`config.mk`:
```
export PLATFORM = sky130hd
export DESIGN_NAME = bl_spi_serializer24_flat
export DESIGN_NICKNAME = d
export VERILOG_FILES = /design/src/rtl/bl_spi_serializer24_if.sv /design/src/rtl/bl_spi_serializer24.sv /design/src/flat_wrapper.sv
export SDC_FILE = /design/constraint.sdc
export NUM_CORES = 1
export LEC_CHECK = 0
export CAP_MARGIN = 25
export CORE_AREA = 2 2 176 178
export CTS_BUF_LIST = sky130_fd_sc_hd__clkbuf_8
export CTS_CLUSTER_SIZE = 20
export DETAILED_ROUTE_END_ITERATION = 8
export DIE_AREA = 0 0 178 180
export PLACE_DENSITY = 0.84
export SLEW_MARGIN = 15
export SYNTH_ARGS = -nofsm -noshare
export SYNTH_HDL_FRONTEND = slang
export SYNTH_SLANG_ARGS = --single-unit
export TNS_END_PERCENT = 50
```
`constraint.sdc`:
```
create_clock -name iODCK -period 4.67 [get_ports iODCK]
set_input_delay 0.934 -clock iODCK [delete_from_list [all_inputs] [get_ports iODCK]]
set_output_delay 0.934 -clock iODCK [all_outputs]
set_load 0.05 [all_outputs]
```
`src/rtl/bl_spi_serializer24_if.sv`:
```
`default_nettype none
// ============================================================================
// Module      : bl_spi_serializer24_if
// Description : Frame-data and serial-link bundle for bl_spi_serializer24.
//               The master side supplies the frame flag and block word; the
//               slave side drives the SCLK/SDO/LATCH link and status flags.
// Revision    : 1.0 - initial release
// ============================================================================
interface bl_spi_serializer24_if;
    logic         iV_Duty;
    logic [191:0] iBlockData;
    logic         oSCLK;
    logic         oSDO;
    logic         oLATCH;
    logic         oBusy;
    logic         oFrameDrop;

    modport master (
        output iV_Duty, iBlockData,
        input  oSCLK, oSDO, oLATCH, oBusy, oFrameDrop
    );

    modport slave (
        input  iV_Duty, iBlockData,
        output oSCLK, oSDO, oLATCH, oBusy, oFrameDrop
    );
endinterface
`default_nettype wire

```
`src/rtl/bl_spi_serializer24.sv`:
```
`default_nettype none
// ============================================================================
// Module      : bl_spi_serializer24
// Description : Double-buffered serializer for the 24 x 8-bit block-luminance
//               word. Captures a frame on the iV_Duty falling edge and shifts
//               it out MSB-first, block 0 first, over SCLK/SDO, then strobes
//               LATCH. Newer frames overwrite unsent ones (oFrameDrop).
//               Define BL_SPI_CHECKSUM_EN to append an XOR checksum byte.
// Revision    : 1.0 - initial release
// ============================================================================
module bl_spi_serializer24 #(
    parameter int CLK_DIV = 4,   // SCLK half-period in iODCK cycles (1..255)
    parameter int LATCH_W = 2    // LATCH width in SCLK periods (1..15)
) (
    input  wire logic             iODCK,
    input  wire logic             iRST,
    bl_spi_serializer24_if.slave  bus
);

`ifdef BL_SPI_CHECKSUM_EN
    localparam int c_NBITS = 200;
`else
    localparam int c_NBITS = 192;
`endif
    localparam int         c_NBLK      = 24;
    localparam logic [7:0] c_DIV_LAST  = 8'(CLK_DIV - 1);
    localparam logic [7:0] c_BIT_LAST  = 8'(c_NBITS - 1);
    // LATCH is timed in SCLK half-periods on top of divcnt, keeping the
    // counter small for every legal CLK_DIV/LATCH_W combination.
    localparam logic [11:0] c_HALF_LAST = 12'(2 * LATCH_W - 1);

    typedef enum logic [1:0] {
        S_IDLE  = 2'd0,
        S_LOAD  = 2'd1,
        S_SHIFT = 2'd2,
        S_LATCH = 2'd3
    } state_t;

    state_t             r_state;
    logic               r_vd_q;
    logic               r_pending;
    logic [191:0]       r_shadow;
    logic [c_NBITS-2:0] r_sr;        // bits still to send after the current one
    logic [7:0]         r_bitcnt;
    logic [7:0]         r_divcnt;
    logic [11:0]        r_lcnt;
    logic               r_sclk;
    logic               r_sdo;
    logic               r_latch;
    logic               r_busy;
    logic               r_drop;

    logic               w_cap;
    logic [c_NBITS-1:0] w_ordered;

    assign w_cap = r_vd_q & ~bus.iV_Duty;

    // Wire order: block 0 occupies the top byte so it leaves first, MSB first.
    generate
        for (genvar n = 0; n < c_NBLK; n++) begin : g_order
            assign w_ordered[c_NBITS-1-8*n -: 8] = r_shadow[8*n +: 8];
        end
    endgenerate

`ifdef BL_SPI_CHECKSUM_EN
    logic [7:0] w_csum;

    // XOR of all block bytes, appended after block 23.
    always_comb begin
        w_csum = 8'h00;
        for (int n = 0; n < c_NBLK; n++) begin
            w_csum = w_csum ^ r_shadow[8*n +: 8];
        end
    end

    assign w_ordered[7:0] = w_csum;
`endif

    // Frame capture, shadow/pending bookkeeping and the transmit state machine.
    always_ff @(posedge iODCK or negedge iRST) begin
        if (!iRST) begin
            r_state   <= S_IDLE;
            r_vd_q    <= 1'b0;
            r_pending <= 1'b0;
            r_shadow  <= '0;
            r_sr      <= '0;
            r_bitcnt  <= '0;
            r_divcnt  <= '0;
            r_lcnt    <= '0;
            r_sclk    <= 1'b0;
            r_sdo     <= 1'b0;
            r_latch   <= 1'b0;
            r_busy    <= 1'b0;
            r_drop    <= 1'b0;
        end else begin
            r_vd_q <= bus.iV_Duty;
            r_drop <= 1'b0;

            // A capture always wins over LOAD consuming the pending frame.
            if (w_cap) begin
                r_shadow  <= bus.iBlockData;
                r_pending <= 1'b1;
                if (r_pending && (r_state != S_LOAD)) begin
                    r_drop <= 1'b1;
                end
            end else if (r_state == S_LOAD) begin
                r_pending <= 1'b0;
            end

            case (r_state)
                S_IDLE: begin
                    if (r_pending) begin
                        r_busy  <= 1'b1;
                        r_state <= S_LOAD;
                    end
                end

                S_LOAD: begin
                    r_sr     <= w_ordered[c_NBITS-2:0];
                    r_sdo    <= w_ordered[c_NBITS-1];
                    r_bitcnt <= '0;
                    r_divcnt <= '0;
                    r_sclk   <= 1'b0;
                    r_busy   <= 1'b1;
                    r_state  <= S_SHIFT;
                end

                S_SHIFT: begin
                    if (r_divcnt == c_DIV_LAST) begin
                        r_divcnt <= '0;
                        r_sclk   <= ~r_sclk;
                        // Data advances only on the falling SCLK toggle.
                        if (r_sclk) begin
                            r_bitcnt <= r_bitcnt + 8'd1;
                            if (r_bitcnt == c_BIT_LAST) begin
                                r_sdo   <= 1'b0;
                                r_latch <= 1'b1;
                                r_lcnt  <= '0;
                                r_state <= S_LATCH;
                            end else begin
                                r_sdo <= r_sr[c_NBITS-2];
                                r_sr  <= {r_sr[c_NBITS-3:0], 1'b0};
                            end
                        end
                    end else begin
                        r_divcnt <= r_divcnt + 8'd1;
                    end
                end

                S_LATCH: begin
                    if (r_divcnt == c_DIV_LAST) begin
                        r_divcnt <= '0;
                        if (r_lcnt == c_HALF_LAST) begin
                            r_latch <= 1'b0;
                            r_busy  <= 1'b0;
                            r_state <= S_IDLE;
                        end else begin
                            r_lcnt <= r_lcnt + 12'd1;
                        end
                    end else begin
                        r_divcnt <= r_divcnt + 8'd1;
                    end
                end

                default: r_state <= S_IDLE;
            endcase
        end
    end

    assign bus.oSCLK      = r_sclk;
    assign bus.oSDO       = r_sdo;
    assign bus.oLATCH     = r_latch;
    assign bus.oBusy      = r_busy;
    assign bus.oFrameDrop = r_drop;

endmodule
`default_nettype wire

```
`src/flat_wrapper.sv`:
```
// flat-port wrapper written by rule: the top's interface ports become plain ports
module bl_spi_serializer24_flat 
#(
    parameter int CLK_DIV = 4,                                               
    parameter int LATCH_W = 2                                          
)
  (iODCK, iRST, bus_iV_Duty, bus_iBlockData, bus_oSCLK, bus_oSDO, bus_oLATCH, bus_oBusy, bus_oFrameDrop);
  bl_spi_serializer24_if bus_i ();
  input  wire logic iODCK;
  input  wire logic iRST;
  input wire logic [$bits(bus_i.iV_Duty)-1:0] bus_iV_Duty;
  input wire logic [$bits(bus_i.iBlockData)-1:0] bus_iBlockData;
  output wire logic [$bits(bus_i.oSCLK)-1:0] bus_oSCLK;
  output wire logic [$bits(bus_i.oSDO)-1:0] bus_oSDO;
  output wire logic [$bits(bus_i.oLATCH)-1:0] bus_oLATCH;
  output wire logic [$bits(bus_i.oBusy)-1:0] bus_oBusy;
  output wire logic [$bits(bus_i.oFrameDrop)-1:0] bus_oFrameDrop;
  assign bus_i.iV_Duty = bus_iV_Duty;
  assign bus_i.iBlockData = bus_iBlockData;
  assign bus_oSCLK = bus_i.oSCLK;
  assign bus_oSDO = bus_i.oSDO;
  assign bus_oLATCH = bus_i.oLATCH;
  assign bus_oBusy = bus_i.oBusy;
  assign bus_oFrameDrop = bus_i.oFrameDrop;
  bl_spi_serializer24 #(.CLK_DIV(CLK_DIV), .LATCH_W(LATCH_W)) u_core (.iODCK(iODCK), .iRST(iRST), .bus(bus_i));
endmodule
```
==> impl_metrics.tcl <==
set metrics [dict create \
    seq_area_um2 10500 \
    netSwitchingFraction 0.241 \
    ctsRootBufferMaster "sky130_fd_sc_hd__clkbuf_8" \
    timing.critical_path.mode_cell "sky130_fd_sc_hd__buf_4" \
    maxCapViolCount 0 \
    placed_cell_area_um2 20300 \
    timing_hold_violations_final 0 \
    placement.io_buffers 199 \
    remaining_drcs 0 \
    number_of_antenna_violations_at_the_first_check_in_global_routing 0 \
    criticalPathCategory "register to register" \
    setup_violations 0 \
    drive_above_1_share 0.0614 \
    run_status "finished clean" \
    lkg_pwr_nw 11.5 \
    share_seq_of_total_power 0.523 \
    timing.rr.end "u_core.r_sr[46]$_DFFE_PN0P_" \
    critical_path.max_stage_delay_ns 0.72 \
    num_io_pins 200 \
    cts_h_tree_depth 3 \
    die_x_um 178 \
    clk_path_buf_depth 3 \
    synthesis.nets 2086 \
    regToRegSetupSlack_ns 1.50 \
    hold_buffers 0 \
    clock_sink_count 420 \
    grt_remaining_overflow 0 \
    timing.hold.worst.class "primary input to asynchronous set/reset pin" \
    worst_clock_skew_ns 0.0257 \
    numCtsBuffers 68 \
    synth_commonest_cells "799 x sky130_fd_sc_hd__nand2_1, 420 x sky130_fd_sc_hd__dfrtp_1, 211 x sky130_fd_sc_hd__o21ai_0" \
    post_cts_gate_resize_count 0 \
    via_count 13400 \
    die_h_um 180 \
    cts.repair_timing.setup_buffer_count 0 \
    initial_utilization 0.593 \
    yosysMostFrequentCell "sky130_fd_sc_hd__nand2_1" \
    critPathRequiredTime_ns 5.07 \
    dpl.hpwl_um 24200 \
    yosysWarningCount 0 \
    report.final.slew_viol_count 0 \
    setup.worst_path.start_class "register" \
    gp_congestion 0.810 \
    antenna-diode-count 0 \
    vdd_drop_max_v 0.000223 \
    total_switching_power_mw 1.88 \
    final_nets 2260 \
    numPlacedInstances 2382 \
    ys_seq_elements 420 \
    clk-insertion-delay-late_ns 0.57 \
    critical_path_peak_fanout 104 \
    rsz0062_at_grt "no" \
    placeable_core_region_um2 30200 \
    syn-instance-count 1882 \
    post_synth_arst_share 1.00 \
    timing.critical_path.cells "inv_1 -> ha_4 -> buf_4 -> nor2_1 -> a31oi_4 -> buf_4 -> o21ai_0" \
    clockPowerShare 0.401 \
    critPathSlowestCell "sky130_fd_sc_hd__buf_4" \
    wl_met1_um 17100 \
    gr-usage-all-layers 0.245 \
    internal_power_mw 5.90 \
    netlist.top_cell.by_area "sky130_fd_sc_hd__dfrtp_1" \
    tritoncts "done" \
    multi_input_area_um2 6980 \
    synth_top_cell_area_share 0.587 \
    total_power_per_unit_cell_area_nw_per_um2 360 \
    detailroute.wirelength.met2_um 18500 \
    critical_path_arrival_ns 3.58 \
    cts.clk_slew.worst_paths_ns 0.06 \
    worst_setup_path_end_kind "register" \
    routed_wl_um 38500 \
    fp.dieArea_um2 32000 \
    grt_start_max_net_pins 195 \
    final.period_utilization 0.679 \
    grt_first_pass_wirelength_um 64600 \
    placementRows 64 \
    synth_flop_cell "sky130_fd_sc_hd__dfrtp_1" \
    highest_layer "met4" \
    dr_wl_met3_um 2020 \
    drt_pass1_iterations 7 \
    detail-route-antenna-nets 0 \
    final_area_um2 21600 \
    fmaxAchievable_mhz 315 \
    finalSetupTns_ns 0 \
    design_power_total_mw 7.78 \
    vias_in_the_first_global_route 13600 \
    ys_top_cells_by_area "sky130_fd_sc_hd__dfrtp_1 59%, sky130_fd_sc_hd__nand2_1 17%, sky130_fd_sc_hd__mux2i_1 11%, sky130_fd_sc_hd__o21ai_0 5.9%, sky130_fd_sc_hd__clkbuf_1 2.2%" \
    yosys.cell_types.count 49 \
    worst_r2r_startpoint "u_core.r_state[0]$_DFFE_PN0P_" \
    average_footprint_of_a_synthesized_cell_um2 9.51 \
    dr.first_iter.drc_count 955 \
    timing.reg2reg.worst_path_depth 7 \
    period_minus_slack_ns 3.17 \
    synth-seq-area-share 0.587 \
    slew_headroom 0.337 \
    fin_hold_ws_ns 0.455 \
    tightest_slew_ns 0.995 \
    num-fill-cells 2126 \
    combPwrFrac 0.077 \
    post_synth_instance_area_um2 17900 \
    synth_edf_count 0 \
    non_filler_instances 2496 \
    detail_route.vias_per_cell 5.37 \
    avgRoutedWirePerCell_um 15.4 \
    synthToLayoutAreaGrowth_pct 20.6 \
]
==> logic make-up after synthesis <==
group | Yosys count | synth area share
multiplexers | 193 | 0.108
AND/OR/NAND/NOR | 887 | 0.196
flip-flops | 420 | 0.587
adder cells (fa/ha/maj) | 9 | 0.00629
XOR/XNOR | 5 | 0.00245
buffers and inverters | 122 | 0.0257
AO/OA/AOI/OAI | 246 | 0.0742
==> worst max path at each step <==
stage | startpoint | endpoint | slack, ns | cells past startpoint
2_1_floorplan | u_core.r_divcnt[0]$_DFFE_PN0N_ | u_core.r_state[1]$_DFFE_PN0P_ | 2.22 | 7
3_3_place_gp | u_core.r_state[0]$_DFFE_PN0P_ | u_core.r_sr[30]$_DFFE_PN0P_ | 1.66 | 7
3_5_place_dp | u_core.r_state[0]$_DFFE_PN0P_ | u_core.r_sr[43]$_DFFE_PN0P_ | 1.51 | 7
4_1_cts | u_core.r_state[0]$_DFFE_PN0P_ | u_core.r_sr[182]$_DFFE_PN0P_ | 1.50 | 7
5_1_grt | u_core.r_state[0]$_DFFE_PN0P_ | u_core.r_sr[32]$_DFFE_PN0P_ | 1.23 | 7
6_report | u_core.r_state[0]$_DFFE_PN0P_ | u_core.r_sr[46]$_DFFE_PN0P_ | 1.50 | 7
==> through the flow <==
step,utilization,setup slack [ns]
6_report,0.715,1.50
4_1_cts,0.715,1.50
3_5_place_dp,0.671,1.51
3_3_place_gp,0.671,1.66
5_1_grt,0.715,1.23
2_1_floorplan,-,2.22
==> worst max-delay path: cells and delay by family (launching register included) <==
kind | cells | cell delay (ns)
AOI/OAI and AO/OA | 2 | 0.58
buffers and inverters | 3 | 1.44
DFF | 1 | 0.42
and+or+nand+nor | 1 | 0.34
adders and majority gates | 1 | 0.19
==> registers in the layout, indices dropped and copies added (netlist names) <==
signal,count
u_core.bus.oBusy,1
u_core.bus.oFrameDrop,1
u_core.bus.oLATCH,1
u_core.bus.oSCLK,1
u_core.bus.oSDO,1
u_core.r_bitcnt,8
u_core.r_divcnt,8
u_core.r_lcnt,12
u_core.r_pending,1
u_core.r_shadow,192
u_core.r_sr,191
u_core.r_state,2
u_core.r_vd_q,1
==> power by group through the flow <==
stage	registers [mW]	clock network, mW	logic [mW]
floorplan	4.08	0	0.274
global placement	4.11	0	0.579
detailed placement	4.12	0	0.605
CTS	4.06	3.18	0.611
global route	4.09	3.37	0.682
finish	4.06	3.12	0.598
==> layer usage <==
metal  vias up  global-route usage
met5         -                   0
met4         0              0.0757
met3        67              0.0465
met2       324               0.392
met1      6493               0.343
li1       6517                   -
==> cells in the final DEF (no fill, tap or decap), types with 3 or more instances in the layout <==
| master | netlist | layout |
|---|---|---|
| sky130_fd_sc_hd__clkinv_2 | 0 | 5 |
| sky130_fd_sc_hd__buf_4 | 0 | 13 |
| sky130_fd_sc_hd__nor4_1 | 3 | 3 |
| sky130_fd_sc_hd__o21ai_0 | 211 | 211 |
| sky130_fd_sc_hd__and3_1 | 9 | 9 |
| sky130_fd_sc_hd__nor2_1 | 21 | 21 |
| sky130_fd_sc_hd__nand3_1 | 14 | 14 |
| sky130_fd_sc_hd__buf_12 | 0 | 8 |
| sky130_fd_sc_hd__mux2i_1 | 192 | 192 |
| sky130_fd_sc_hd__nor3_1 | 3 | 3 |
| sky130_fd_sc_hd__dfrtp_1 | 420 | 420 |
| sky130_fd_sc_hd__nand2_1 | 799 | 799 |
| sky130_fd_sc_hd__or3_1 | 3 | 3 |
| sky130_fd_sc_hd__nand4_1 | 5 | 5 |
| sky130_fd_sc_hd__inv_1 | 6 | 26 |
| sky130_fd_sc_hd__clkbuf_8 | 0 | 82 |
| sky130_fd_sc_hd__ha_1 | 9 | 8 |
| sky130_fd_sc_hd__a21oi_1 | 7 | 7 |
| sky130_fd_sc_hd__a21o_1 | 3 | 3 |
| sky130_fd_sc_hd__nor2b_1 | 7 | 6 |
| sky130_fd_sc_hd__o31ai_1 | 5 | 5 |
| sky130_fd_sc_hd__o41ai_1 | 3 | 3 |
| sky130_fd_sc_hd__clkinvlp_4 | 0 | 3 |
| sky130_fd_sc_hd__nand2b_1 | 4 | 3 |
| sky130_fd_sc_hd__clkdlybuf4s50_1 | 0 | 198 |
| sky130_fd_sc_hd__nand3b_1 | 3 | 3 |
| sky130_fd_sc_hd__xnor2_1 | 3 | 3 |
==> area by class of cell <==
| cell class | instances | area share |
|---|---|---|
| Clock buffer | 82 | 0.0523 |
| Clock inverter | 32 | 0.00939 |
| Inverter | 6 | 0.00104 |
| Multi-Input combinational cell | 1340 | 0.323 |
| Sequential cell | 420 | 0.487 |
| Tap cell | 396 | 0.0229 |
| Timing Repair Buffer | 220 | 0.104 |
No activity file was read; power rests on OpenSTA's default activity.
